[src/rtl/mem_access_unit.sv]
// Data-memory access stage: drives a single-port 256K x 8 RAM with programmable
// read/write latency and holds read data in MDR. Optional counters: ACCESS_CNT_EN.
module mem_access_unit #(
  parameter int RD_LAT = 2,
  parameter int WR_LAT = 1
) (
  input  logic        in_Clock,
  input  logic        reset,
  input  logic [17:0] MDAR,
  input  logic [7:0]  d_in,
  input  logic        mem_read,
  input  logic        mem_write,
  input  logic        mdr_load,
  input  logic [7:0]  ram_rdata,
  output logic [17:0] ram_addr,
  output logic [7:0]  ram_wdata,
  output logic        ram_en,
  output logic        ram_we,
  output logic [7:0]  MDR,
  output logic        busy,
  output logic        done,
  output logic [15:0] rd_count,
  output logic [15:0] wr_count,
  output logic [1:0]  state_dbg
);

  // Handshake: mem_read/mem_write/mdr_load are sampled only while busy=0
  // (the done cycle included); busy rises the edge after acceptance and done
  // pulses for one cycle after the completing edge. Nothing is queued.

  typedef enum logic [1:0] {
    IDLE    = 2'd0,
    RD_WAIT = 2'd1,
    WR_WAIT = 2'd2
  } state_t;

  localparam logic [3:0] RD_INIT = 4'(RD_LAT - 1);
  localparam logic [3:0] WR_INIT = 4'(WR_LAT - 1);

  state_t      state_q, state_d;
  logic [3:0]  cnt_q, cnt_d;
  logic [7:0]  mdr_q, mdr_d;
  logic [17:0] addr_q, addr_d;
  logic [7:0]  wdata_q, wdata_d;
  logic        en_q, en_d;
  logic        we_q, we_d;
  logic        busy_q, busy_d;
  logic        done_q, done_d;
  logic        rd_fin, wr_fin;

  always_ff @(posedge in_Clock or posedge reset) begin
    if (reset) begin
      state_q <= IDLE;
      cnt_q   <= 4'd0;
      mdr_q   <= 8'd0;
      addr_q  <= 18'd0;
      wdata_q <= 8'd0;
      en_q    <= 1'b0;
      we_q    <= 1'b0;
      busy_q  <= 1'b0;
      done_q  <= 1'b0;
    end else begin
      state_q <= state_d;
      cnt_q   <= cnt_d;
      mdr_q   <= mdr_d;
      addr_q  <= addr_d;
      wdata_q <= wdata_d;
      en_q    <= en_d;
      we_q    <= we_d;
      busy_q  <= busy_d;
      done_q  <= done_d;
    end
  end

  always_comb begin
    state_d = state_q;
    cnt_d   = cnt_q;
    mdr_d   = mdr_q;
    addr_d  = addr_q;
    wdata_d = wdata_q;
    en_d    = en_q;
    we_d    = we_q;
    busy_d  = busy_q;
    done_d  = 1'b0;
    rd_fin  = 1'b0;
    wr_fin  = 1'b0;
    case (state_q)
      IDLE: begin
        // Read has priority; a simultaneous write is dropped.
        if (mem_read) begin
          addr_d  = MDAR;
          en_d    = 1'b1;
          we_d    = 1'b0;
          busy_d  = 1'b1;
          cnt_d   = RD_INIT;
          state_d = RD_WAIT;
        end else if (mem_write) begin
          addr_d  = MDAR;
          wdata_d = d_in;
          en_d    = 1'b1;
          we_d    = 1'b1;
          busy_d  = 1'b1;
          cnt_d   = WR_INIT;
          state_d = WR_WAIT;
        end else if (mdr_load) begin
          mdr_d = d_in;
        end
      end
      RD_WAIT: begin
        if (cnt_q != 4'd0) begin
          cnt_d = cnt_q - 4'd1;
        end else begin
          mdr_d   = ram_rdata;
          en_d    = 1'b0;
          busy_d  = 1'b0;
          done_d  = 1'b1;
          rd_fin  = 1'b1;
          state_d = IDLE;
        end
      end
      WR_WAIT: begin
        if (cnt_q != 4'd0) begin
          cnt_d = cnt_q - 4'd1;
        end else begin
          en_d    = 1'b0;
          we_d    = 1'b0;
          busy_d  = 1'b0;
          done_d  = 1'b1;
          wr_fin  = 1'b1;
          state_d = IDLE;
        end
      end
      default: begin
        state_d = IDLE;
        en_d    = 1'b0;
        we_d    = 1'b0;
        busy_d  = 1'b0;
      end
    endcase
  end

`ifdef ACCESS_CNT_EN
  logic [15:0] rd_cnt_q, rd_cnt_d;
  logic [15:0] wr_cnt_q, wr_cnt_d;

  always_ff @(posedge in_Clock or posedge reset) begin
    if (reset) begin
      rd_cnt_q <= 16'd0;
      wr_cnt_q <= 16'd0;
    end else begin
      rd_cnt_q <= rd_cnt_d;
      wr_cnt_q <= wr_cnt_d;
    end
  end

  // Counters wrap naturally at 16 bits.
  always_comb begin
    rd_cnt_d = rd_cnt_q;
    wr_cnt_d = wr_cnt_q;
    if (rd_fin) rd_cnt_d = rd_cnt_q + 16'd1;
    if (wr_fin) wr_cnt_d = wr_cnt_q + 16'd1;
  end

  always_comb begin
    rd_count = rd_cnt_q;
    wr_count = wr_cnt_q;
  end
`else
  always_comb begin
    rd_count = 16'd0;
    wr_count = 16'd0;
  end
`endif

  always_comb begin
    ram_addr  = addr_q;
    ram_wdata = wdata_q;
    ram_en    = en_q;
    ram_we    = we_q;
    MDR       = mdr_q;
    busy      = busy_q;
    done      = done_q;
    state_dbg = state_q;
  end

endmodule

[config.mk]
export PLATFORM = sky130hd
export DESIGN_NAME = mem_access_unit
export DESIGN_NICKNAME = d
export VERILOG_FILES = /design/src/rtl/mem_access_unit.sv
export SDC_FILE = /design/constraint.sdc
export NUM_CORES = 1
export LEC_CHECK = 0
export CAP_MARGIN = 20
export CORE_MARGIN = 1.5
export CORE_UTILIZATION = 35
export CTS_BUF_LIST = sky130_fd_sc_hd__clkbuf_8
export DETAILED_ROUTE_END_ITERATION = 7
export GPL_ROUTABILITY_DRIVEN = 0
export PLACE_DENSITY = 0.82
export SLEW_MARGIN = 20
export SYNTH_ARGS = -nofsm -noshare
export SYNTH_HDL_FRONTEND = slang
export SYNTH_SLANG_ARGS = --single-unit
[constraint.sdc]
create_clock -name in_Clock -period 1.75 [get_ports in_Clock]
set_input_delay 0.525 -clock in_Clock [delete_from_list [all_inputs] [get_ports in_Clock]]
set_output_delay 0.525 -clock in_Clock [all_outputs]
set_load 0.02 [all_outputs]
==> impl_summary.log, run 1 <==
INFO  metric edff_count_synth = 0
INFO  metric dr_total_vias = 1829
INFO  metric detailed_place_hpwl = 3942 um
INFO  metric clock_tree.root_cell = clkbuf_8
INFO  metric postRouteAntennaNets = 0
INFO  metric clk-insertion-delay-late = 0.29 ns
INFO  metric drt_iter0_drc = 75
INFO  metric grt_setup_unrepaired = yes
INFO  metric yosys.area_share.adder = 2.672%
INFO  metric numCtsBuffers = 5
INFO  metric drv_slew = 0
INFO  metric diodes = 0
INFO  metric crit_path_end_kind = flip-flop
INFO  metric cts_max_level = 2
INFO  metric timing.critical_path.slowest_stage_cell = clkdlybuf4s50_1
INFO  metric avgRoutedWirePerCell = 14.52 um
INFO  metric fmax = 573.8 MHz
INFO  metric final_net_count = 347
INFO  metric yosys-mux-area-fraction = 14.38%
INFO  metric syn_avg_cell_area = 11.48 um2
INFO  metric die_area = 7189 um2
INFO  metric drt-pass1-iter-count = 8
INFO  metric power.ir.vdd_worst = 0.001104 V
INFO  metric io-pin-count = 111
INFO  metric crit_chain = clkdlybuf4s50_1 > mux2i_2 > or2_4 > a222oi_1
INFO  metric power_density = 1844 nW/um2
INFO  metric tritoncts_clock_tree = yes
INFO  metric totalWireLength = 5519 um
INFO  metric maxCapViolCount = 0
INFO  metric dpl_worst_slack = -0.3995 ns
INFO  metric final-setup-viol-count = 0
INFO  metric initial_antenna_violation_count = 0
INFO  metric ys_ff_latch = 43
INFO  metric holdBufCountCts = 0
INFO  metric worst-endpoint-arrival = 1.92 ns
INFO  metric grt.overflow.total = 0
INFO  metric first_global_vias = 1811
INFO  metric die_w = 84.79 um
INFO  metric synth-xor-area-share = 0%
INFO  metric post_synth_inst_count = 204
INFO  metric placed_area = 3248 um2
INFO  metric synth_flop_cell = dfrtp_1
INFO  metric synth_compound_area_share = 10.74%
INFO  metric vias_per_cell = 4.813
INFO  metric critPathMaxStageDelay = 0.59 ns
INFO  metric yosysUniqueCellTypes = 36
INFO  metric synth-seq-area-share = 45.96%
INFO  metric core = 6422 um2
INFO  metric timing.critical_path.required = 1.93 ns
INFO  metric syn_area = 2341 um2
INFO  metric power_leakage = 1.632 nW
INFO  metric stdcell_area = 3493 um2
INFO  metric ys_warn_count = 0
INFO  metric outcome = finished, violations left
INFO  metric critPathMaxFanout = 8
INFO  metric layout-drive-gt1-share = 28.71%
INFO  metric holdCritPathClass = flip-flop to flip-flop
INFO  metric cts-root-to-sink-buffers = 2
INFO  metric synth_async_sr_flop_share = 100.0%
INFO  metric critical_path.n_buffers_inverters = 1
INFO  metric violations = design-rule violations
INFO  metric grt_start_max_net_pins = 44
INFO  metric worstSetupPathType = primary input to flip-flop
INFO  metric number_of_standard_cell_rows_in_the_floorplan = 29
INFO  metric final_hold_viol_count = 0
INFO  metric fin_skew = 0.006928 ns
INFO  metric dominant_delay_contributor_by_cell_family_on_the_critical_path = buffers and inverters
INFO  metric remaining_drc_errors = 13
INFO  metric fp.dieH = 84.79 um
INFO  metric grt.total_usage = 15.36%
INFO  metric clock_sinks = 43
INFO  metric grt_pass1_wl = 8749 um
INFO  metric portBuffers = 78
INFO  metric setup_ws = 0.007334 ns
INFO  metric synthToLayoutAreaGrowth = 49.23%
INFO  metric synthSimpleGateAreaFrac = 9.300%
INFO  metric floorplan.initialDensity = 36.45%
INFO  metric clkSlewWorstSetupHoldPaths = 0.08 ns
INFO  metric post-route-period-util = 99.58%
INFO  metric final_critical_path_time_including_i_o_delays_and_setup = 1.743 ns
INFO  metric cp-start-kind = primary input
INFO  metric largest_family_of_logic_cells_by_synthesized_area = buffers and inverters
[Yosys cell counts, types with 2 or more instances]
cell	count	area share, %
dfrtp_1	43	46
buf_4	33	11
mux2_2	29	14
inv_1	24	3.8
a222oi_1	8	3.4
o32ai_1	8	3.0
or4b_1	8	3.4
buf_2	5	1.1
ha_1	5	2.7
nand2_1	5	0.80
o21ai_0	5	1.1
a21oi_1	2	0.43
buf_6	2	0.96
clkbuf_1	2	0.32
nand2b_1	2	0.53
nand3b_1	2	0.64
nor3_1	2	0.43
[kinds of logic after synthesis]
kind of cell,count (synthesis)
buffers and inverters,66
other,1
muxes,30
and+or+nand+nor,28
DFF,43
adders and majority gates,5
AOI/OAI and AO/OA,31
[per-stage QoR]
| step | instances | hold WS (ns) | power [mW] | util, % | setup TNS, ns |
|---|---|---|---|---|---|
| floorplan | 235 | 0.5252 | 4.060 | - | 0 |
| global placement | 369 | 0.4881 | 5.524 | 50.57 | -9.196 |
| detailed placement | 369 | 0.4943 | 5.620 | 50.57 | -10.79 |
| CTS | 376 | 0.5082 | 6.020 | 51.53 | -0.002434 |
| global route | 380 | 0.5172 | 6.868 | 54.39 | -0.2734 |
| finish | 380 | 0.5014 | 6.443 | 54.39 | 0 |
[worst register-to-register path: cells and delay by family, from the launching register on]
family | cells | cell delay [ns]
AO/OA/AOI/OAI | 1 | 0.36
adder cells (fa/ha/maj) | 1 | 0.23
buffers and inverters | 1 | 0.16
flip-flops | 1 | 0.39
multiplexers | 1 | 0.19
AND/OR/NAND/NOR | 1 | 0.29
[layout make-up]
cell class	instances	area [um2]
Fill cell	555	2929
Multi-Input combinational cell	127	1169
Sequential cell	43	1079
Timing Repair Buffer	102	964.7
Inverter	24	97.59
Tap cell	77	96.34
Clock buffer	6	82.58
Clock inverter	1	5.005
[worst paths after layout]
| kind | from | to | slack, ns | depth (start not counted) |
|---|---|---|---|---|
| max | mdr_load | MDR[2] | 0.007 | 4 |
| min reg2reg | ram_addr[0] | ram_addr[0] | 0.50 | 1 |
| min | ram_addr[0] | ram_addr[0] | 0.50 | 1 |
| max in group asynchronous | reset | state_dbg[1] | 0.94 | 3 |
| max reg2reg | state_dbg[1] | MDR[2] | 0.02 | 5 |
| min in group asynchronous | reset | ram_addr[10] | 0.59 | 3 |
[power by group]
part / switching (mW) / leakage [nW] / internal, mW
registers: 0.266 / 0.505 / 1.49
clock network: 0.320 / 0.0470 / 0.310
logic: 2.03 / 1.08 / 2.02
total: 2.62 / 1.63 / 3.82
[registers in the layout, indices dropped and copies added (netlist names)]
| name | cells |
|---|---|
| MDR | 8 |
| busy | 1 |
| cnt_q | 4 |
| done | 1 |
| ram_addr | 18 |
| ram_wdata | 8 |
| ram_we | 1 |
| state_dbg | 2 |
[metal layers]
metal	global-route usage, %	up-vias	wire length (um)
li1	-	868	-
met1	19.55	854	2445
met2	25.45	103	2602
met3	3.736	4	415
met4	5.514	0	56
met5	0	-	0
[what timing repair did]
item,CTS,global route
gates resized for setup,47,31
pin swaps,3,6
setup buffers,0,2
endpoints found under the setup margin,51,31
gates cloned,0,2
[layout by cell type (no fill, tap or decap), drive strengths merged, types with 3 or more instances in the layout]
cell	instances
ha	5
o21ai	5
dlygate4sd2	41
mux2	29
nand2	5
a222oi	8
dfrtp	43
clkdlybuf4s50	37
buf	24
clkbuf	6
inv	22
o32ai	8
or4b	8
conb	32
nor3	3
(Power assumes the default switching activity.)
==> inputs of run 2 (changes only) <==
- ABC_CLOCK_PERIOD_IN_PS: not set -> 1750
==> results of run 2 <==
Same layout as run 1: the final DEF is identical, and so are final timing and power.
